### src/rtl/ex_hilo_muldiv.sv
`default_nettype none
// ============================================================================
// Module   : ex_hilo_muldiv
// Brief    : Iterative radix-2 multiply/divide unit that owns HI/LO.
//            Build option HILO_MADD_EN adds MADD/MSUB accumulate.
// Revision : 1.0 - initial release
// ============================================================================
module ex_hilo_muldiv #(
   parameter int WIDTH = 32,
   parameter int ITER  = 32
) (
   input  logic             Clk,
   input  logic             Rst_n,
   input  logic             start_in,
   input  logic [2:0]       op_in,
   input  logic [WIDTH-1:0] ReadData1_in,
   input  logic [WIDTH-1:0] ReadData2_in,
   input  logic             hilo_read_in,
   input  logic             flush,
   output logic [WIDTH-1:0] hi_out,
   output logic [WIDTH-1:0] lo_out,
   output logic             busy_out,
   output logic             done_out,
   output logic             Stall_out
);

   localparam int              c_CW   = $clog2(ITER + 1);
   localparam logic [c_CW-1:0] c_LAST = c_CW'(ITER);

   typedef enum logic [1:0] {
      S_IDLE = 2'd0,
      S_RUN  = 2'd1,
      S_FIX  = 2'd2
   } state_t;

   state_t r_state, w_state_nxt;

   logic [WIDTH-1:0] r_hi, r_lo;
   logic [WIDTH-1:0] r_opnd;              // multiplicand or divisor magnitude
   logic [WIDTH-1:0] r_p_hi, r_p_lo;      // product, or remainder:quotient
   logic [WIDTH-1:0] r_res_hi, r_res_lo;
   logic [WIDTH-1:0] r_a_raw;
   logic [c_CW-1:0]  r_cnt;
   logic             r_is_div, r_neg_q, r_neg_r, r_dz;
`ifdef HILO_MADD_EN
   logic             r_acc_en, r_acc_sub;
`endif

   logic                 w_idle, w_is_madd, w_mul_op, w_div_op, w_signed;
   logic                 w_go, w_mt, w_a_neg, w_b_neg, w_qbit;
   logic [WIDTH-1:0]     w_a_abs, w_b_abs, w_sub;
   logic [WIDTH:0]       w_mul_sum, w_rem_sh;
   logic [2*WIDTH-1:0]   w_prod, w_prod_fix, w_res, w_hilo_new;

   // ---------------- decode ----------------
`ifdef HILO_MADD_EN
   assign w_is_madd = op_in[2] & op_in[1];
`else
   assign w_is_madd = 1'b0;
`endif
   assign w_idle   = (r_state == S_IDLE);
   assign w_mul_op = (op_in[2:1] == 2'b00) | w_is_madd;
   assign w_div_op = (op_in[2:1] == 2'b01);
   assign w_signed = ~op_in[0] | w_is_madd;
   assign w_go     = w_idle & start_in & ~flush & (w_mul_op | w_div_op);
   assign w_mt     = w_idle & start_in & ~flush & (op_in[2:1] == 2'b10);

   assign w_a_neg  = w_signed & ReadData1_in[WIDTH-1];
   assign w_b_neg  = w_signed & ReadData2_in[WIDTH-1];
   assign w_a_abs  = w_a_neg ? -ReadData1_in : ReadData1_in;
   assign w_b_abs  = w_b_neg ? -ReadData2_in : ReadData2_in;

   // ---------------- iteration datapath ----------------
   assign w_mul_sum  = {1'b0, r_p_hi} + (r_p_lo[0] ? {1'b0, r_opnd} : '0);
   assign w_rem_sh   = {r_p_hi, r_p_lo[WIDTH-1]};
   assign w_qbit     = (w_rem_sh >= {1'b0, r_opnd});
   // Only consumed when the trial succeeds, so the true difference fits WIDTH bits
   assign w_sub      = w_rem_sh[WIDTH-1:0] - r_opnd;
   assign w_prod     = {r_p_hi, r_p_lo};
   assign w_prod_fix = r_neg_q ? -w_prod : w_prod;
   assign w_res      = {r_res_hi, r_res_lo};

`ifdef HILO_MADD_EN
   assign w_hilo_new = !r_acc_en ? w_res :
                       r_acc_sub ? ({r_hi, r_lo} - w_res) : ({r_hi, r_lo} + w_res);
`else
   assign w_hilo_new = w_res;
`endif

   // ---------------- control FSM ----------------
   always_ff @(posedge Clk or negedge Rst_n) begin
      if (!Rst_n) r_state <= S_IDLE;
      else        r_state <= w_state_nxt;
   end

   always_comb begin
      w_state_nxt = r_state;
      case (r_state)
         S_IDLE:  if (w_go) w_state_nxt = S_RUN;
         S_RUN:   if (flush) w_state_nxt = S_IDLE;
                  else if (r_cnt == c_LAST) w_state_nxt = S_FIX;
         S_FIX:   w_state_nxt = S_IDLE;
         default: w_state_nxt = S_IDLE;
      endcase
   end

   always_ff @(posedge Clk or negedge Rst_n) begin
      if (!Rst_n) begin
         r_hi     <= '0;  r_lo     <= '0;
         r_opnd   <= '0;  r_a_raw  <= '0;
         r_p_hi   <= '0;  r_p_lo   <= '0;
         r_res_hi <= '0;  r_res_lo <= '0;
         r_cnt    <= '0;
         r_is_div <= 1'b0; r_neg_q <= 1'b0; r_neg_r <= 1'b0; r_dz <= 1'b0;
`ifdef HILO_MADD_EN
         r_acc_en <= 1'b0; r_acc_sub <= 1'b0;
`endif
      end else begin
         case (r_state)
            S_IDLE: begin
               if (w_go) begin
                  r_is_div <= w_div_op;
                  r_neg_q  <= w_a_neg ^ w_b_neg;
                  r_neg_r  <= w_a_neg;
                  r_dz     <= w_div_op & (ReadData2_in == '0);
                  r_a_raw  <= ReadData1_in;
                  r_opnd   <= w_div_op ? w_b_abs : w_a_abs;
                  r_p_lo   <= w_div_op ? w_a_abs : w_b_abs;
                  r_p_hi   <= '0;
                  r_cnt    <= '0;
`ifdef HILO_MADD_EN
                  r_acc_en  <= w_is_madd;
                  r_acc_sub <= op_in[0];
`endif
               end else if (w_mt) begin
                  if (op_in[0]) r_lo <= ReadData1_in;
                  else          r_hi <= ReadData1_in;
               end
            end
            S_RUN: begin
               if (!flush) begin
                  if (r_cnt != c_LAST) begin
                     r_cnt <= r_cnt + c_CW'(1);
                     if (r_is_div) begin
                        r_p_hi <= w_qbit ? w_sub : w_rem_sh[WIDTH-1:0];
                        r_p_lo <= {r_p_lo[WIDTH-2:0], w_qbit};
                     end else begin
                        r_p_hi <= w_mul_sum[WIDTH:1];
                        r_p_lo <= {w_mul_sum[0], r_p_lo[WIDTH-1:1]};
                     end
                  end else if (r_is_div) begin
                     // Final RUN cycle registers the sign-corrected result
                     if (r_dz) begin
                        r_res_hi <= r_a_raw;
                        r_res_lo <= '1;
                     end else begin
                        r_res_hi <= r_neg_r ? -r_p_hi : r_p_hi;
                        r_res_lo <= r_neg_q ? -r_p_lo : r_p_lo;
                     end
                  end else begin
                     {r_res_hi, r_res_lo} <= w_prod_fix;
                  end
               end
            end
            S_FIX: begin
               if (!flush) {r_hi, r_lo} <= w_hilo_new;
            end
            default: ;
         endcase
      end
   end

   assign hi_out    = r_hi;
   assign lo_out    = r_lo;
   assign busy_out  = ~w_idle;
   assign done_out  = (r_state == S_FIX) & ~flush;
   assign Stall_out = busy_out & (start_in | hilo_read_in);

endmodule
`default_nettype wire

### config.mk
export PLATFORM = sky130hd
export DESIGN_NAME = ex_hilo_muldiv
export DESIGN_NICKNAME = d
export VERILOG_FILES = /design/src/rtl/ex_hilo_muldiv.sv
export SDC_FILE = /design/constraint.sdc
export NUM_CORES = 1
export LEC_CHECK = 0
export BUFFER_PORTS_ARGS = -buffer_cell sky130_fd_sc_hd__buf_2
export CAP_MARGIN = 20
export CORE_ASPECT_RATIO = 0.5
export CORE_MARGIN = 10
export CORE_UTILIZATION = 30
export CTS_CLUSTER_DIAMETER = 200
export DETAILED_ROUTE_END_ITERATION = 10
export SLEW_MARGIN = 0
export SYNTH_ARGS = -nofsm -noshare
export SYNTH_HDL_FRONTEND = slang
export SYNTH_SLANG_ARGS = --single-unit
export TNS_END_PERCENT = 50
### constraint.sdc
create_clock -name Clk -period 4.7 [get_ports Clk]
set_input_delay 0.47 -clock Clk [delete_from_list [all_inputs] [get_ports Clk]]
set_output_delay 0.47 -clock Clk [all_outputs]
set_load 0.005 [all_outputs]
Word level (Yosys, flattened, before mapping)
Cells that the tools add are included.
{"block": "op_classes", "n_mux": 41, "n_addsub": 8, "n_eq_ne": 15, "reduce_logical": 11, "order_cmp": 1, "n_bitwise": 16}
{"operator": "32-bit 2-to-1 mux", "n": 28}
{"operator": "32-bit one-hot mux with 2 select lines", "n": 4}
{"operator": "32-bit negation", "n": 4}
{"operator": "64-bit 2-to-1 mux", "n": 1}
{"operator": "64-bit negation", "n": 1}
{"operator": "32-bit by 32-bit adder with 33-bit output", "n": 1}
{"operator": "33-bit by 32-bit >= comparator with 1-bit output", "n": 1}
{"operator": "32-bit logical NOT", "n": 1}
{"operator": "32-bit subtractor", "n": 1}
{"operator": "6-bit 2-to-1 mux", "n": 3}
{"operator": "2-bit inequality test, second input constant", "n": 6}
{"operator": "6-bit one-hot mux with 2 select lines", "n": 1}
{"operator": "5-bit AND reduction", "n": 2}
{"operator": "1-bit AND", "n": 9}
{"operator": "6-bit by 1-bit adder with 6-bit output, second input constant", "n": 1}
{"operator": "6-bit equality test, second input constant", "n": 1}
{"operator": "2-bit 2-to-1 mux", "n": 3}
{"operator": "6-bit inequality test, second input constant", "n": 1}
{"operator": "2-bit by 1-bit equality test with 1-bit output, second input constant", "n": 2}
{"operator": "2-bit equality test, second input constant", "n": 2}
{"operator": "2-bit logical NOT", "n": 2}
{"operator": "2-bit by 1-bit inequality test with 1-bit output, second input constant", "n": 2}
{"operator": "1-bit inverter", "n": 4}
{"operator": "2-bit one-hot mux with 2 select lines", "n": 1}
{"operator": "7 further kinds", "n": 10}
{"block": "word_totals", "in_bits": 72, "regBits": 268, "word_cells": 106}

Longest topological paths before layout
{"block": "logic_depth", "depth_word": 7, "depth_mapped": 14, "ltp_nobuf": 13}

Worst setup path after synthesis
No wires, ideal clock.
{"block": "synth_timing", "kind": "register to register", "from": "register r_p_lo[0]", "to": "register r_p_hi[29]", "path_stages_with_launch": 14, "period_less_slack_ns": 3.068, "t_arrival_ns": 2.935, "t_required_ns": 4.567, "setup_slack_ns": 1.632, "path_buffers": 1, "cell_sequence": "dfrtp_1 inv_1 clkbuf_1 nor2_1 ha_1 a21o_1 or3_1 o211ai_1 o21ai_0 nand3_1 a31oi_1 or3_1 a32oi_1 o211ai_1"}
{"block": "synth_via", "elab_chain_len": 6}
{"item": "start: declaration", "line": "40", "text": "logic [WIDTH-1:0] r_p_hi, r_p_lo;"}
{"item": "start signal: assignment", "line": "128", "text": "r_p_lo <= w_div_op ? w_a_abs : w_b_abs;"}
{"item": "start signal: assignment", "line": "146", "text": "r_p_lo <= {r_p_lo[WIDTH-2:0], w_qbit};"}
{"item": "start signal: assignment", "line": "149", "text": "r_p_lo <= {w_mul_sum[0], r_p_lo[WIDTH-1:1]};"}
{"item": "32-bit 2-to-1 mux", "line": "74", "text": "assign w_mul_sum = {1'b0, r_p_hi} + (r_p_lo[0] ? {1'b0, r_opnd} : '0);"}
{"item": "32-bit by 32-bit adder with 33-bit output", "line": "74"}
{"item": "32-bit 2-to-1 mux", "line": "144", "text": "if (r_is_div) begin"}
{"item": "32-bit 2-to-1 mux", "line": "142", "text": "if (r_cnt != c_LAST) begin"}
{"item": "32-bit 2-to-1 mux", "line": "141", "text": "if (!flush) begin"}
{"item": "32-bit one-hot mux with 2 select lines", "line": "119", "text": "case (r_state)"}
{"item": "end signal: assignment", "line": "145", "text": "r_p_hi <= w_qbit ? w_sub : w_rem_sh[WIDTH-1:0];"}
{"item": "end signal: assignment", "line": "148", "text": "r_p_hi <= w_mul_sum[WIDTH:1];"}
{"item": "end: declaration", "line": "40"}
No other way between the ends. The select of a mux whose other input is x is not followed.
A chain may end at the register's enable or synchronous reset.

Worst setup path in the final report
{"block": "layout_timing", "from": "register r_p_hi[26]", "to": "register r_p_hi[30]"}
{"block": "layout_via", "elab_chain_len": 6, "word_cells_on_any_way": 8, "cone_classes": "add/sub (2); order compare (1); mux (5)"}
{"item": "32-bit subtractor / 33-bit by 32-bit >= comparator with 1-bit output (equally long branches)", "line": "78, 76"}
{"item": "32-bit 2-to-1 mux", "line": "145"}
{"item": "32-bit 2-to-1 mux (*)", "line": "144"}
{"item": "32-bit 2-to-1 mux (*)", "line": "142"}
{"item": "32-bit 2-to-1 mux (*)", "line": "141"}
{"item": "32-bit one-hot mux with 2 select lines (*)", "line": "119"}
Mark *: on every way between the ends. The rest lies on a longest branch, timed or not. The select of a mux whose other input is x is not followed.

==> results.cfg <==
[worst_setup_path]
cpMaxStageDelayCell = nor4_1
critPathKind = flip-flop to flip-flop
cp.buffers_inverters = 0
cp.required_ns = 5.16
max_stage_delay_ns = 0.72
worstPathCellList = ha_1 -> nand2_1 -> nor4_1 -> nand3_1 -> nor4_1 -> a2111oi_0 -> and3_2 -> nand2b_1 -> nor4b_1 -> nor3_1
regToRegSetupSlack_ns = 0.60
cp_max_fo = 46
crit_family = simple AND/OR/NAND/NOR gates
cp.arrival_ns = 4.56
cp-start-kind = flip-flop
crit_top_cell = nor4_1
endpoint_kind = flip-flop

[die]
dieHeight_um = 199
core_area_um2 = 63400
std_cell_rows = 65
die_area_um2 = 75500
io_pins = 139
die_x_um = 379
initial_utilization = 0.305

[global_routing]
use_met1 = 0.249
grt_use_total = 0.189
grt_start_max_net_pins = 111
antenna_found_initial = 4
use_met2 = 0.295
overflow = 0
grt_pass1_wl_um = 111000
grt.busiest_layer = met2
grt_pass1_vias = 17600
use_met3 = 0.0486

[synth]
ys_async_sr_fraction = 1.00
synth_xor_xnor_area_share = 0.0876
synth_common_cells = nand2_1 (349), dfrtp_1 (268), a21oi_1 (254)
synthAdderAreaFrac = 0.0474
synth.top_cell.area_share = 0.347
ys.flop_type = dfrtp_1
muxShareOfSynthArea = 0.0301
ys_warn_count = 0
syn_nets = 2594
netlist_area_um2 = 19300
ys_seq_area_frac = 0.347
synth_edf_count = 0
synth_compound_area_frac = 0.238
synthCells = 2450
synth_cell_types = 73
synth_top_area_cell = dfrtp_1
yosysMostFrequentCell = nand2_1
synth_top_family_by_area = compound AO/OA/AOI/OAI gates
synth.avg_cell_area_um2 = 7.88
synth_seq_cells = 268
ys_top_cells_by_area = dfrtp_1 (35%), nand2_1 (6.8%), a21oi_1 (6.6%), o21ai_0 (6.1%), xnor2_1 (4.7%)
synthSimpleGateAreaFrac = 0.203

[finish]
drive_gt1_frac = 0.106
area_growth_syn_to_layout_pct = 13.5
seq_area_um2 = 6710
finalNetCount = 2647
antenna_cells = 0
multi_input_area_um2 = 11700
fillCellCount = 6617
fin_area_um2 = 21900

[power_and_ir_drop]
power_leakage_nw = 9.76
p_total_mw = 12.1
ir_drop_mv = 0.335
p_per_area_nw_per_um2 = 552

[clocking]
cts_max_path_buffers = 3
cts-root-buf = clkbuf_16
cts_max_level = 1
cts_made_buffers = 30
path_clk_slew_ns = 0.06
cts_tree = built
cts_num_sinks = 268
post_cts_resized = 0
clkLatencyLatePin_ns = 0.61

[sta]
finalCriticalPeriod_ns = 4.10
final.period_utilization = 0.872
worst_slew_pin_slew_ns = 1.11
timing.fmax_mhz = 244
hold_viol = 0
tns_ns = 0
whs_ns = 0.180
rsz0062_at_grt = no
skew_ns = 0.0325
slew_headroom = 0.261
drv_slew = 0
setup_viol = 0

[run]
maxCapViolations = 0

[drt]
ant_nets = 0
drt_first_pass_iters = 5
wirelength_um = 74400
first_iter_violations = 1898
viasPerCell = 5.52
num_vias = 18600
route.detailed.drc = 0
wl_per_cell_um = 22.1

[outcome]
status = completed

[worst_hold_path]
hp-class = primary input to flip-flop

[place]
place_congestion = 0.984
dp_hpwl_um = 56900
io_buffer_count = 138
placed_area_um2 = 20800
-- state kept, by name (all words and copies together) (netlist names) --
register  flops
r_p_hi       32
r_is_div      1
hi_out       32
r_p_lo       32
lo_out       32
r_opnd       32
r_neg_q       1
r_state       2
r_dz          1
r_res_hi     32
r_a_raw      32
r_cnt         6
r_neg_r       1
r_res_lo     32
-- cells by family (layout without fill, tap and decap cells) --
logic type | after synthesis | in the layout
simple gates | 860 | 860
flops | 268 | 268
compound gates | 768 | 768
xor+xnor | 193 | 193
mux | 58 | 58
buf+inv | 231 | 307
fa+ha+maj | 72 | 72
-- tightest hold or removal path, cell delays in order --
cell and delay [ns]:
buf_2 0.16, nand2_1 0.07, nand2_1 0.04
-- report_power, final --
group	internal, mW	leakage (nW)	switching, mW
clock network	1.45	0.501	1.07
logic	2.36	5.79	3.77
registers	2.76	3.47	0.679
total	6.57	9.76	5.52
-- through the flow --
stage | instances | worst slack (ns) | utilization
2_1_floorplan | 2450 | 1.63 | -
3_5_place_dp | 3305 | 0.723 | 0.328
5_1_grt | 3363 | 0.347 | 0.346
3_3_place_gp | 3305 | 0.865 | 0.328
4_1_cts | 3361 | 0.697 | 0.345
6_report | 3363 | 0.601 | 0.346
-- layout by cell type (no fill, tap or decap), types with 43 or more instances in the layout --
cell     instances
dfrtp_1        265
inv_1           66
ha_1            70
nand2_1        347
nor3_1          46
mux2i_1         57
xnor2_1        104
xor2_1          89
nor2_1         230
buf_4           43
a21oi_1        253
nor2b_1         50
o21ai_0        235
buf_2          137
-- worst paths after layout --
check | to | startpoint | cells past startpoint
min in group asynchronous | r_p_hi[21] | Rst_n | 2
setup reg to reg | r_p_hi[30] | r_p_hi[26] | 10
max in group asynchronous | r_a_raw[12] | Rst_n | 3
setup / recovery | r_p_hi[30] | r_p_hi[26] | 10
hold reg to reg | r_res_hi[10] | r_res_hi[10] | 2
hold / removal | r_a_raw[28] | ReadData1_in[28] | 3
-- cell type report --
type / instances / area share
multi-input cells: 1951 / 0.536
clock buffers: 43 / 0.0397
repair buffers: 186 / 0.0512
clock inverters: 12 / 0.00765
well taps: 837 / 0.0478
inverters: 66 / 0.0113
flip-flops and latches: 268 / 0.306
-- layer usage --
layer | up-vias | routed length, um
met4 | 6 | 3250
met2 | 715 | 32700
met5 | - | 37
met1 | 8964 | 31400
li1 | 8722 | -
met3 | 151 | 6960
-- repair_timing --
| item | in CTS | in global routing |
|---|---|---|
| setup buffers | 0 | 0 |
| endpoints found under the hold margin | 76 | 0 |
| hold buffers | 1 | 0 |
| setup endpoints to repair | 0 | 0 |
Power figures use the tool's default switching activity.
